### config.mk
export PLATFORM = sky130hd
export DESIGN_NAME = handshake_dst_sink
export DESIGN_NICKNAME = d
export VERILOG_FILES = /design/src/rtl/handshake_dst_sink_pkg.sv /design/src/rtl/sink_fifo.sv /design/src/rtl/handshake_dst_sink.sv
export SDC_FILE = /design/constraint.sdc
export NUM_CORES = 1
export LEC_CHECK = 0
export BUFFER_PORTS_ARGS = -buffer_cell sky130_fd_sc_hd__buf_2
export CELL_PAD_IN_SITES_DETAIL_PLACEMENT = 1
export CELL_PAD_IN_SITES_GLOBAL_PLACEMENT = 2
export CORE_MARGIN = 1
export CORE_UTILIZATION = 35
export CTS_BUF_LIST = sky130_fd_sc_hd__clkbuf_16
export DETAILED_ROUTE_END_ITERATION = 10
export PLACE_DENSITY_LB_ADDON = 0.08
export REMOVE_ABC_BUFFERS = 1
export SLEW_MARGIN = 20
export SYNTH_ARGS = -nofsm -noshare
export SYNTH_HDL_FRONTEND = slang
export SYNTH_SLANG_ARGS = --single-unit
### constraint.sdc
create_clock -name clk_i -period 5.03 [get_ports clk_i]
set_clock_uncertainty 0.05 [all_clocks]
set_input_delay 1.006 -clock clk_i [delete_from_list [all_inputs] [get_ports clk_i]]
set_output_delay 1.006 -clock clk_i [all_outputs]
set_load 0.05 [all_outputs]
### src/rtl/handshake_dst_sink_pkg.sv
// Shared state encoding for the handshake synchronizer endpoints.
// The source-side FSM uses the same package, so keep the encodings stable.
package handshake_dst_sink_pkg;

    localparam int ST_W = 2;

    typedef enum logic [ST_W-1:0] {
        ST_READY  = 2'd0,
        ST_HOLD   = 2'd1,
        ST_BACKPR = 2'd2
    } hs_state_e;

    function automatic logic state_is_busy(input hs_state_e s);
        return s != ST_READY;
    endfunction

endpackage

### src/rtl/sink_fifo.sv
// Show-ahead FIFO for the destination sink.
// Occupancy is tracked apart from the pointers, so full and empty are never ambiguous.
module sink_fifo #(
    parameter int WIDTH = 32,
    parameter int DEPTH = 4
) (
    input  logic                       clk_i,
    input  logic                       rst_i,
    input  logic                       push_i,
    input  logic [WIDTH-1:0]           push_data_i,
    input  logic                       pop_i,
    output logic                       valid_o,
    output logic [WIDTH-1:0]           head_o,
    output logic [$clog2(DEPTH):0]     count_o,
    output logic [$clog2(DEPTH):0]     count_next_o
);

    localparam int AW = $clog2(DEPTH);
    localparam int CW = AW + 1;

    logic [WIDTH-1:0] mem_q [DEPTH];
    logic [AW-1:0]    wr_ptr_q;
    logic [AW-1:0]    rd_ptr_q;
    logic [CW-1:0]    count_q;
    logic [CW-1:0]    count_d;
    logic             do_pop;

    assign do_pop = pop_i && (count_q != '0);

    always_comb begin
        count_d = count_q;
        if (push_i && !do_pop) begin
            count_d = count_q + CW'(1);
        end else if (!push_i && do_pop) begin
            count_d = count_q - CW'(1);
        end
    end

    // Storage carries no reset; stale entries are never visible because the
    // head is masked whenever the FIFO is empty.
    always_ff @(posedge clk_i) begin
        if (push_i) begin
            mem_q[wr_ptr_q] <= push_data_i;
        end
    end

    always_ff @(posedge clk_i) begin
        if (rst_i) begin
            wr_ptr_q <= '0;
            rd_ptr_q <= '0;
            count_q  <= '0;
        end else begin
            if (push_i) begin
                wr_ptr_q <= wr_ptr_q + AW'(1);
            end
            if (do_pop) begin
                rd_ptr_q <= rd_ptr_q + AW'(1);
            end
            count_q <= count_d;
        end
    end

    assign valid_o      = (count_q != '0);
    assign head_o       = valid_o ? mem_q[rd_ptr_q] : '0;
    assign count_o      = count_q;
    assign count_next_o = count_d;

endmodule

### src/rtl/handshake_dst_sink.sv
// Destination-side consumer of the handshake synchronizer: captures one word per
// handshake, suppresses repeated dvalid strobes, and throttles via dbusy.
//
// state     | meaning
// ST_READY  | idle, next dvalid is captured
// ST_HOLD   | hold-off after a capture, dvalid treated as a duplicate
// ST_BACKPR | FIFO nearly full, any dvalid is a protocol error
module handshake_dst_sink
    import handshake_dst_sink_pkg::*;
#(
    parameter int WIDTH = 32,
    parameter int DEPTH = 4,
    parameter int HOLD  = 8
) (
    input  logic                       clk_i,
    input  logic                       rst_i,
    input  logic                       dvalid_i,
    input  logic [WIDTH-1:0]           dout_i,
    output logic                       dbusy_o,
    output logic                       out_valid_o,
    output logic [WIDTH-1:0]           out_data_o,
    input  logic                       out_ready_i,
    output logic [$clog2(DEPTH):0]     fifo_count_o,
    output logic [15:0]                rx_count_o,
    output logic                       err_o
);

    localparam int CW = $clog2(DEPTH) + 1;
    localparam int HW = (HOLD > 1) ? $clog2(HOLD) : 1;

    hs_state_e     state_q, state_d;
    logic [HW-1:0] hold_q, hold_d;
    logic [15:0]   rx_q, rx_d;
    logic          err_q, err_d;
    logic          dbusy_q;

    logic          push;
    logic          pop;
    logic          level_hi;
    logic [CW-1:0] count_next;

    assign push     = (state_q == ST_READY) && dvalid_i;
    assign pop      = out_valid_o && out_ready_i;
    assign level_hi = (count_next >= CW'(DEPTH - 1));

    sink_fifo #(
        .WIDTH (WIDTH),
        .DEPTH (DEPTH)
    ) u_fifo (
        .clk_i        (clk_i),
        .rst_i        (rst_i),
        .push_i       (push),
        .push_data_i  (dout_i),
        .pop_i        (pop),
        .valid_o      (out_valid_o),
        .head_o       (out_data_o),
        .count_o      (fifo_count_o),
        .count_next_o (count_next)
    );

    always_comb begin
        state_d = state_q;
        hold_d  = hold_q;
        err_d   = err_q;
        rx_d    = push ? rx_q + 16'd1 : rx_q;
        case (state_q)
            ST_READY: begin
                if (dvalid_i) begin
                    state_d = ST_HOLD;
                    hold_d  = HW'(HOLD - 1);
                end
            end
            ST_HOLD: begin
                if (hold_q != '0) begin
                    hold_d = hold_q - HW'(1);
                end else begin
                    state_d = level_hi ? ST_BACKPR : ST_READY;
                end
            end
            ST_BACKPR: begin
                // Entering READY only below DEPTH-1 guarantees the next capture has room.
                if (dvalid_i) begin
                    err_d = 1'b1;
                end
                if (!level_hi) begin
                    state_d = ST_READY;
                end
            end
            default: begin
                state_d = ST_READY;
            end
        endcase
    end

    always_ff @(posedge clk_i) begin
        if (rst_i) begin
            state_q <= ST_READY;
            hold_q  <= '0;
            rx_q    <= '0;
            err_q   <= 1'b0;
            dbusy_q <= 1'b0;
        end else begin
            state_q <= state_d;
            hold_q  <= hold_d;
            rx_q    <= rx_d;
            err_q   <= err_d;
            dbusy_q <= state_is_busy(state_d);
        end
    end

    assign dbusy_o    = dbusy_q;
    assign rx_count_o = rx_q;
    assign err_o      = err_q;

endmodule

Word level (Yosys, flattened, before mapping):

Memories as Yosys holds them, arrays and structs flattened. A register that Yosys moved wholly into a read port is not among the register bits.
Cells that the tools add are included.
W data, S select, Z words.

* memory bits (writable): 128
* logic and storage cells: 49
* input bits: 36
* memories: 1
* register bits after elaboration: 30
* output and inout port bits: 54

Memory list
* u_fifo.mem_q: depth 4, bits a word 32, read ports 1, clocked after Yosys merged registers in 1, write ports 1, RTL line sink_fifo.sv:21 `logic [WIDTH-1:0] mem_q [DEPTH];`

* $add $sub $neg: 6
* reduce and logical (&&, ||, !) cells: 14
* order comparisons: 1
* equal/unequal tests: 4
* muxes and demuxes: 15

Operators with widths (count)
* $mux W32: 1
* $add A16 B1 Y16 const B: 1
* $mux W2: 6
* $mux W3: 4
* $pmux W2 S3: 1
* $pmux W3 S2: 1
* $reduce_bool A3 Y1: 2
* $sub A3 B1 Y3 const B: 2
* $logic_and A1 B1 Y1: 5
* $add A2 B1 Y2 const B: 2
* $ne A2 B2 Y1 const B: 2
* $reduce_bool A2 Y1: 2
* $add A3 B1 Y3 const B: 1
* $ge A3 B2 Y1 const B: 1
* $reduce_and A3 Y1: 1
* $eq A2 B1 Y1 const B: 1
* $eq A2 B2 Y1 const B: 1
* $logic_not A1 Y1: 2
* $logic_not A2 Y1: 1
* $mux W1: 2
* $reduce_and A2 Y1: 1

Depth between registers and ports, before layout:

Gate-level depths: netlist of run 1.

* word-level depth: 11
* depth in mapped cells: 8
* mapped depth without buffers: 8

Modules after synthesis:

A second synthesis of run 1 with hierarchy kept.

* cells, all modules: 382
* area total of the unflattened synthesis: 6459.9 sq um

By module, submodules not included
* sink_fifo: times used 1, cells an instance 265, area an instance 5412.7 sq um, seq. area each 4023.9 sq um
* handshake_dst_sink: times used 1, cells an instance 117, area an instance 1047.3 sq um, seq. area each 460.4 sq um

Least setup slack after synthesis of run 1:

No wires, ideal clock.

* kind: flip-flop to output port
* start: register u_fifo.count_q[0] (netlist: u_fifo.count_o[0])
* end: output port out_data_o[22]
* slack: 1.426 ns
* data arrival time: 2.548 ns
* cell stages (with the launch flop): 7
* required time: 3.974 ns
* buffers on the path: 1
* cells stage by stage: dfxtp_1 > inv_1 > ha_1 > and2b_2 > inv_1 > clkbuf_1 > and2_1

* word-level cells in the longest chain between the ends: 2

RTL lines
* start: declaration: RTL line sink_fifo.sv:24 `logic [CW-1:0] count_q;`
* start signal: assignment: RTL line sink_fifo.sv:59 `count_q <= count_d;`
* $reduce_bool A3 Y1: RTL line sink_fifo.sv:63 `assign valid_o = (count_q != '0);`
* named net out_valid_o: RTL line handshake_dst_sink.sv:20 `output logic out_valid_o,`
* $mux W32: RTL line sink_fifo.sv:64 `assign head_o = valid_o ? mem_q[rd_ptr_q] : '0;`
* end: declaration: RTL line handshake_dst_sink.sv:21 `output logic [WIDTH-1:0] out_data_o,`

The timed path passes the listed nets, and every way through them passes these cells.

==> impl_metrics.yaml, run 1 <==
critical_path:
  timing.critical_path.slowest_stage_cell: "dfxtp_2"
  critical_path.max_fanout: 19
  critical_path_class: "reg2out"
  cp.arrival_ns: 2.56
  path_cells: "buf_4, mux4_2, and2_1, buf_2"
  crit_required_ns: 3.97
  critical_path.startpoint_type: "flip-flop"
  worstSetupEndpointType: "output port"
  critical_path.max_stage_delay_ns: 0.79
die:
  dieArea_um2: 18800
  floorplan.rows: 49
  initial_core_utilization_pct: 35.7
  die_h_um: 137
  floorplan.core_area_um2: 17900
  boundaryPins: 90
  die-width_um: 137
detailed_routing:
  drt-pass1-iter-count: 4
  route.final.wire_length_mm: 12.8
  first_iter_violations: 165
  num_vias: 3488
  post_detailed_route_via_to_cell_ratio: 4.89
  avgRoutedWirePerCell_um: 17.9
  detail_route.drc_violations: 0
  antenna_violating_nets_post_route: 0
place:
  dp_cells: 681
  gp_routability_congestion: 0.699
  place.detailed.hpwl_mm: 7.99
  buffer_ports.inserted: 89
synthesis:
  synth-seq-cells: 160
  synth.yosys.warnings: 0
  syn_inst: 378
  yosys.cell_types.count: 43
  postSynthAreaPerCell_um2: 16.9
  synth.cell_area_um2: 6380
  synth-seq-area-share_pct: 70.3
pwr:
  power.combinational.fraction_pct: 27.3
  p_leak_nw: 2.71
  share_seq_of_total_power_pct: 39.9
  p_total_mw: 4.00
  share_clk_of_total_power_pct: 32.8
  power_switching_share_pct: 33.6
  vdd.ir_drop.worst_mv: 0.268
  intPower_mw: 2.66
  power.net_switching_mw: 1.35
  powerDensity_nw_per_um2: 523
cts:
  clkTransAtPathRegs_ns: 0.06
  cts_tree: "done"
  post-cts-setup-buffers: 0
  worst_skew_pair.late_latency_ns: 0.42
  cts_sinks: 160
  cts.root.buffer_cell: "clkbuf_16"
  ctsHtreeMaxLevel: 4
  cts_resized: 0
  tritoncts.num_buffers: 17
  clockBufferDepth: 2
  hold_buffers: 0
global_routing:
  globalRouteOverflowTotal: 0
  grt_pass1_wl_mm: 20.2
  first_global_vias: 3705
  grt_max_degree: 36
  global_route.usage.total_pct: 14.9
  antenna_violations_before_repair: 2
run_status:
  outcome: "complete, no violations"
layout:
  fin_nets: 517
  areaGrowthSynthToFinish_pct: 20.1
  layout-drive-gt1-share_pct: 34.7
  instances_no_fill: 714
  utilization_pct: 42.8
  fill_cells: 1800
timing:
  hold_slack_ns: 0.428
  timing_max_transition_violations_final: 0
  tightestPinTransition_ns: 0.918
  fin_tns_setup_ns: 0
  timing.final.crit_share_pct: 72.0
  final-setup-viol-count: 0
  max_clock_freq_ghz: 0.276
  rsz_0062_raised_after_global_routing: "false"
  worst_slew_margin_rel_pct: 38.8
  final_hold_viol_count: 0
  final.min_clock_period_ns: 3.62
hold_path:
  hp-class: "reg2reg"
job:
  max_cap_viols: 0
final cells by class:
class / instances / area [um2] / area share (%)
sequential: 160 / 4490 / 58.6
timing repair buffer: 90 / 453 / 5.91
clock buffer: 17 / 425 / 5.55
tap: 229 / 287 / 3.74
clock inverter: 15 / 184 / 2.40
inverter: 11 / 41.3 / 0.539
antenna: 1 / 2.50 / 0.0327
multi-input combinational: 191 / 1780 / 23.3
stage by stage:
step	worst slack, ns	cell area [um2]
floorplan	1.52	6300
global placement	1.61	7050
detailed placement	1.58	7050
CTS	1.13	7660
global route	1.17	7660
finish	1.41	7660
power by group through the flow:
stage	Clock, mW	Sequential, mW	Combinational, mW
global route	1.40	1.62	1.18
CTS	1.35	1.61	1.12
floorplan	0	1.66	0.803
finish	1.31	1.60	1.09
global placement	0	1.63	1.11
detailed placement	0	1.64	1.12
sequential cells by signal, indices dropped and copies added, names as in the netlist, named ones only:
name / count
dbusy_o: 1
err_o: 1
hold_q: 3
rx_count_o: 16
state_q: 2
u_fifo.count_o: 3
u_fifo.mem_q: 128
u_fifo.rd_ptr_q: 2
u_fifo.wr_ptr_q: 2
cells in the mapped netlist, drive strengths merged:
cell type / count / area share (%)
a211o: 1 / 0.14
and3b: 1 / 0.14
or3: 3 / 0.29
nor3: 4 / 0.31
and4: 1 / 0.14
or3b: 1 / 0.14
nand4: 5 / 0.59
ha: 10 / 2.0
and2b: 1 / 0.14
nand2: 13 / 0.76
nand2b: 1 / 0.098
xnor2: 9 / 1.2
and2: 38 / 3.7
mux2i: 1 / 0.16
a211oi: 3 / 0.35
nor2b: 2 / 0.20
buf: 6 / 0.65
a22oi: 1 / 0.20
inv: 11 / 0.65
nor4: 5 / 0.69
o22ai: 1 / 0.098
nor3b: 1 / 0.29
nor2: 20 / 1.2
a21o: 1 / 0.12
dfxtp: 32 / 10
o21ai: 7 / 0.55
a31oi: 1 / 0.098
a21oi: 11 / 0.92
clkbuf: 10 / 0.59
and4bb: 1 / 0.20
nand3b: 1 / 0.12
mux4: 32 / 11
nand3: 6 / 0.55
a2111oi: 1 / 0.14
edfxtp: 128 / 60
xor2: 7 / 0.96
and3: 1 / 0.098
cells by family after synthesis:
kind of cell | share of synthesized area (%)
flip-flops | 70.3
AND/OR/NAND/NOR | 9.65
multiplexers | 11.4
AO/OA/AOI/OAI | 2.61
buffers and inverters | 1.88
XOR/XNOR | 2.20
adder cells (fa/ha/maj) | 1.96
per-layer routing:
metal / routed length [um] / part of all wire (%) / up-vias / GRT usage, %
li1: - / - / 1627 / -
met1: 5340 / 42 / 1769 / 17.6
met2: 6750 / 53 / 71 / 25.7
met3: 524 / 4.1 / 19 / 3.78
met4: 178 / 1.4 / 2 / 6.23
met5: 13 / 0.10 / - / 0
final timing paths:
kind	startpoint	endpoint	slack, ns	cells after the start
max	flip-flop	out_data_o[8]	1.41	4
min	err_o	err_o	0.43	2
max reg2reg	state_q[1]	u_fifo.mem_q[2][17]	2.70	2
min reg2reg	err_o	err_o	0.43	2
cells in the final DEF (no fill, tap or decap), drive strengths merged, types with 10 or more instances in the layout:
master | Yosys | routed
clkbuf | 10 | 17
dfxtp | 32 | 32
nand2 | 13 | 13
mux4 | 32 | 32
and2 | 38 | 38
buf | 6 | 90
a21oi | 11 | 11
nor2 | 20 | 20
ha | 10 | 10
inv | 11 | 15
edfxtp | 128 | 128
worst max-delay path, delay by kind of cell (launching register included):
kind | cells | cell delay [ns]
buffers and inverters | 2 | 0.62
muxes | 1 | 0.55
and+or+nand+nor | 1 | 0.17
DFF | 1 | 0.79
Note: power is estimated with default switching activity, not from simulation.
==> inputs of run 2 (changes only) <==
==> constraint.sdc (replaced) <==
create_clock -name clk_i -period 3.6 [get_ports clk_i]
set_clock_uncertainty 0.05 [all_clocks]
set_input_delay 0.72 -clock clk_i [delete_from_list [all_inputs] [get_ports clk_i]]
set_output_delay 0.72 -clock clk_i [all_outputs]
set_load 0.05 [all_outputs]
==> impl_metrics.yaml, run 2 (synthesized netlist as in run 1, its figures left out) <==
run_status:
  outcome: "complete, no violations"
hold_path:
  hold-path-endpoint: "err_o"
  holdCritStartpoint: "err_o"
  hp-class: "reg2reg"
  timing.hold.worst_path_depth: 2
cts:
  clockBufferDepth: 2
  ctsHtreeMaxLevel: 4
  cts_sinks: 160
  cts_resized: 0
  post-cts-setup-buffers: 0
  clkTransAtPathRegs_ns: 0.06
  cts_tree: "done"
  tritoncts.num_buffers: 17
  cts.root.buffer_cell: "clkbuf_16"
  hold_buffers: 0
  worst_skew_pair.late_latency_ns: 0.42
detailed_routing:
  drt-pass1-iter-count: 4
  first_iter_violations: 143
  detail_route.drc_violations: 0
  num_vias: 3470
  post_detailed_route_via_to_cell_ratio: 4.82
  avgRoutedWirePerCell_um: 17.0
  route.final.wire_length_mm: 12.3
  antenna_violating_nets_post_route: 0
layout:
  antenna_cells: 0
  layout-drive-gt1-share_pct: 35.8
  final_common_cell: "edfxtp_1"
  layout_common_cells: "edfxtp_1 (128), buf_2 (89), and2_1 (34)"
  fin_area_um2: 7690
  fin_nets: 524
  largest_register_ffs: 128
  areaGrowthSynthToFinish_pct: 20.5
  largest-register: "u_fifo.mem_q"
  fill_cells: 1798
die:
  die-width_um: 137
  floorplan.core_area_um2: 17900
  die_h_um: 137
  dieArea_um2: 18800
  boundaryPins: 90
  initial_core_utilization_pct: 35.7
  floorplan.rows: 49
place:
  buffer_ports.inserted: 89
  placed_area_um2: 7130
  gp_routability_congestion: 0.704
  place.detailed.hpwl_mm: 7.53
timing:
  final.min_clock_period_ns: 2.95
  final-setup-viol-count: 0
  worst_slew_margin_rel_pct: 57.2
  timing.final.crit_share_pct: 81.8
  rsz_0062_raised_after_global_routing: "false"
  timing_max_transition_violations_final: 0
  fin_tns_setup_ns: 0
  max_clock_freq_ghz: 0.339
  final_hold_viol_count: 0
  tightestPinTransition_ns: 0.641
global_routing:
  first_global_vias: 3519
  globalRouteOverflowTotal: 0
  antenna_violations_before_repair: 1
  grt_max_degree: 36
  global_route.usage.total_pct: 13.9
  grt_pass1_wl_mm: 18.9
critical_path:
  path_common_cell: "inv_1"
  timing.critical_path.slowest_stage_cell: "dfxtp_1"
  path_cells: "inv_1, ha_1, and2b_2, inv_1, buf_4, and2_1, buf_2"
  regToRegStartpoint: "state_q[1]"
  critical_path.max_fanout: 35
  critical_path.reg2reg.endpoint: "u_fifo.mem_q[3][22]"
  critical_path.startpoint_type: "flip-flop"
  worstSetupEndpointType: "output port"
  critical_path.n_buffers_inverters: 4
  crit_required_ns: 2.83
  ff2ff_path_depth: 3
  critical_path_class: "reg2out"
  critical_path.max_stage_delay_ns: 0.38
  cp.arrival_ns: 2.18
  cp_top_family: "buffers and inverters"
  setup.reg_to_reg.worst_slack_ns: 1.51
pwr:
  powerDensity_nw_per_um2: 711
  vdd.ir_drop.worst_mv: 0.368
  p_total_mw: 5.47
  p_leak_nw: 2.74
job:
  max_cap_viols: 0
[run 2: per-layer routing]
layer / global-route usage [%] / wire length (um) / vias to the layer above
li1: - / - / 1644
met1: 17.1 / 5400 / 1743
met2: 23.3 / 6150 / 67
met3: 3.67 / 494 / 14
met4: 5.49 / 197 / 2
met5: 0 / 12 / -
[run 2: where the power goes]
group	internal (mW)	total [mW]	switching (mW)
logic	0.519	1.60	1.09
registers	2.12	2.17	0.0532
clock network	0.958	1.69	0.735
total	3.60	5.47	1.87
[run 2: layout make-up]
| type | count | area [um2] | share of cell area, % |
|---|---|---|---|
| clock buffer | 17 | 425 | 5.53 |
| clock inverter | 15 | 138 | 1.79 |
| inverter | 11 | 41.3 | 0.537 |
| multi-input combinational | 191 | 1780 | 23.2 |
| sequential | 160 | 4490 | 58.3 |
| tap | 229 | 287 | 3.73 |
| timing repair buffer | 97 | 531 | 6.90 |
[run 2: worst max path at each step]
stage / start / endpoint / depth (start not counted)
final: u_fifo.count_o[0] / out_data_o[3] / 7
after global routing: u_fifo.count_o[0] / out_data_o[22] / 7
after CTS: u_fifo.count_o[0] / out_data_o[3] / 7
after detailed placement: dvalid_i / u_fifo.mem_q[0][13] / 4
after global placement: dvalid_i / u_fifo.mem_q[0][7] / 4
after floorplan: u_fifo.count_o[0] / out_data_o[0] / 5
[run 2: stage by stage]
step | setup slack [ns] | utilization (%) | hold WS (ns) | std cells
2_1_floorplan | 0.375 | - | 0.382 | 362
3_3_place_gp | 1.05 | 39.8 | 0.406 | 688
3_5_place_dp | 1.01 | 39.8 | 0.413 | 688
4_1_cts | 0.597 | 43.0 | 0.434 | 720
5_1_grt | 0.469 | 43.0 | 0.451 | 720
6_report | 0.654 | 43.0 | 0.426 | 720
[run 2: worst min-delay path, cell delays in order (launching register included)]
cell	delay, ns
dfxtp_1	0.33
a31oi_1	0.04
nor2_1	0.07
==> inputs of run 3 (changes only) <==
==> constraint.sdc (replaced) <==
create_clock -name clk_i -period 2.6 [get_ports clk_i]
set_clock_uncertainty 0.05 [all_clocks]
set_input_delay 0.52 -clock clk_i [delete_from_list [all_inputs] [get_ports clk_i]]
set_output_delay 0.52 -clock clk_i [all_outputs]
set_load 0.05 [all_outputs]
==> impl_metrics.yaml, run 3 (synthesized netlist as in run 1, its figures left out) <==
run_status:
  outcome: "complete, no violations"
die:
  die_h_um: 137
  boundaryPins: 90
  die-width_um: 137
  floorplan.core_area_um2: 17900
  floorplan.rows: 49
  dieArea_um2: 18800
  initial_core_utilization_pct: 35.7
timing:
  timing_max_transition_violations_final: 0
  worst_slew_margin_rel_pct: 60.7
  final.min_clock_period_ns: 2.51
  timing.final.crit_share_pct: 96.4
  final-setup-viol-count: 0
  fin_tns_setup_ns: 0
  hold_slack_ns: 0.264
  rsz_0062_raised_after_global_routing: "false"
  tightestPinTransition_ns: 0.589
  max_clock_freq_ghz: 0.399
  final_hold_viol_count: 0
critical_path:
  cp.arrival_ns: 1.94
  crit_required_ns: 2.03
  worstSetupEndpointType: "output port"
  critical_path.max_fanout: 18
  critical_path.startpoint_type: "flip-flop"
  critical_path_class: "reg2out"
layout:
  layout_common_cells: "edfxtp_1 (128), buf_2 (57), and2_1 (33)"
  fin_nets: 528
  areaGrowthSynthToFinish_pct: 27.2
  instances_no_fill: 724
  layout-drive-gt1-share_pct: 36.8
  largest-register: "u_fifo.mem_q"
  largest_register_ffs: 128
  final_common_cell: "edfxtp_1"
hold_path:
  hp-class: "in2reg"
detailed_routing:
  met2RoutedLength_mm: 6.53
  post_detailed_route_via_to_cell_ratio: 4.85
  m1WireLength_mm: 5.39
  drt-pass1-iter-count: 4
  met3_length_um: 525
  avgRoutedWirePerCell_um: 17.5
  detail_route.drc_violations: 0
  first_iter_violations: 201
  top_signal_layer_used: "met4"
  antenna_violating_nets_post_route: 0
  route.final.wire_length_mm: 12.6
  num_vias: 3510
place:
  place.detailed.hpwl_mm: 7.60
  buffer_ports.inserted: 89
  dp_cells: 689
  gp_routability_congestion: 0.713
cts:
  clkTransAtPathRegs_ns: 0.06
  hold_buffers: 0
  clockBufferDepth: 2
  ctsHtreeMaxLevel: 4
  cts_tree: "done"
  cts.root.buffer_cell: "clkbuf_16"
  tritoncts.num_buffers: 17
  worst_skew_pair.late_latency_ns: 0.42
  cts_sinks: 160
global_routing:
  grt_pass1_wl_mm: 19.5
  grt_max_degree: 33
  globalRouteOverflowTotal: 0
  first_global_vias: 3764
  global_route.usage.total_pct: 14.3
  antenna_violations_before_repair: 1
job:
  max_cap_viols: 0
pwr:
  p_leak_nw: 2.87
  powerDensity_nw_per_um2: 1050
  vdd.ir_drop.worst_mv: 0.456
[run 3: cell types whose count changed in the layout (fill, tap and decap cells not counted), sizes merged]
cell | before | now
buf | 97 | 100
bufinv | 1 | 6
clkbuf | 17 | 18
clkinv | 8 | 5
clkinvlp | 3 | 2
diode | 0 | 1
inv | 14 | 12
[run 3: layer usage]
metal  GRT usage, %  vias up
met3           3.59       15
met4           5.49        0
met5              0        -
met2           24.6       82
li1               -     1649
met1           17.2     1764
[run 3: worst paths after layout]
check | end | start | slack, ns | cells after the start
max | out_data_o[27] | flip-flop | 0.09 | 4
min | u_fifo.mem_q[2][11] | dout_i[11] | 0.26 | 1
min reg2reg | err_o | err_o | 0.42 | 2
max reg2reg | dbusy_o | u_fifo.count_o[0] | 0.50 | 8
[run 3: cell type report]
type                       instances  area (um2)
tap                              229         287
sequential                       160        4490
inverter                          11        46.3
fill                            1775        9780
multi-input combinational        191        1790
antenna                            1        2.50
clock inverter                    14         239
clock buffer                      17         425
timing repair buffer             101         843
[run 3: power by group]
group	switching [mW]	internal [mW]	total, mW
registers	0.0840	2.94	3.02
logic	1.63	1.12	2.74
clock network	0.972	1.80	2.77
[run 3: timing repair]
action | CTS | global route
gates cloned | 1 | 1
buffers inserted | 0 | 1
resized for setup | 57 | 7
endpoints found under the setup margin | 32 | 33
[run 3: critical path: stages, from the launching register on]
cell	delay [ns]
dfxtp_4	0.43
buf_12	0.21
mux4_2	0.51
and2_1	0.18
buf_4	0.19
[run 3: metrics by stage]
step / power [mW] / util [%] / cell area, um2 / setup slack, ns
detailed placement: 5.42 / 40.3 / 7210 / 0.356
CTS: 8.55 / 45.0 / 8060 / -0.00538
floorplan: 4.76 / - / 6300 / -0.425
finish: 8.53 / 45.4 / 8120 / 0.0948
global route: 8.90 / 45.3 / 8120 / 0.00174
global placement: 5.42 / 40.3 / 7210 / 0.349
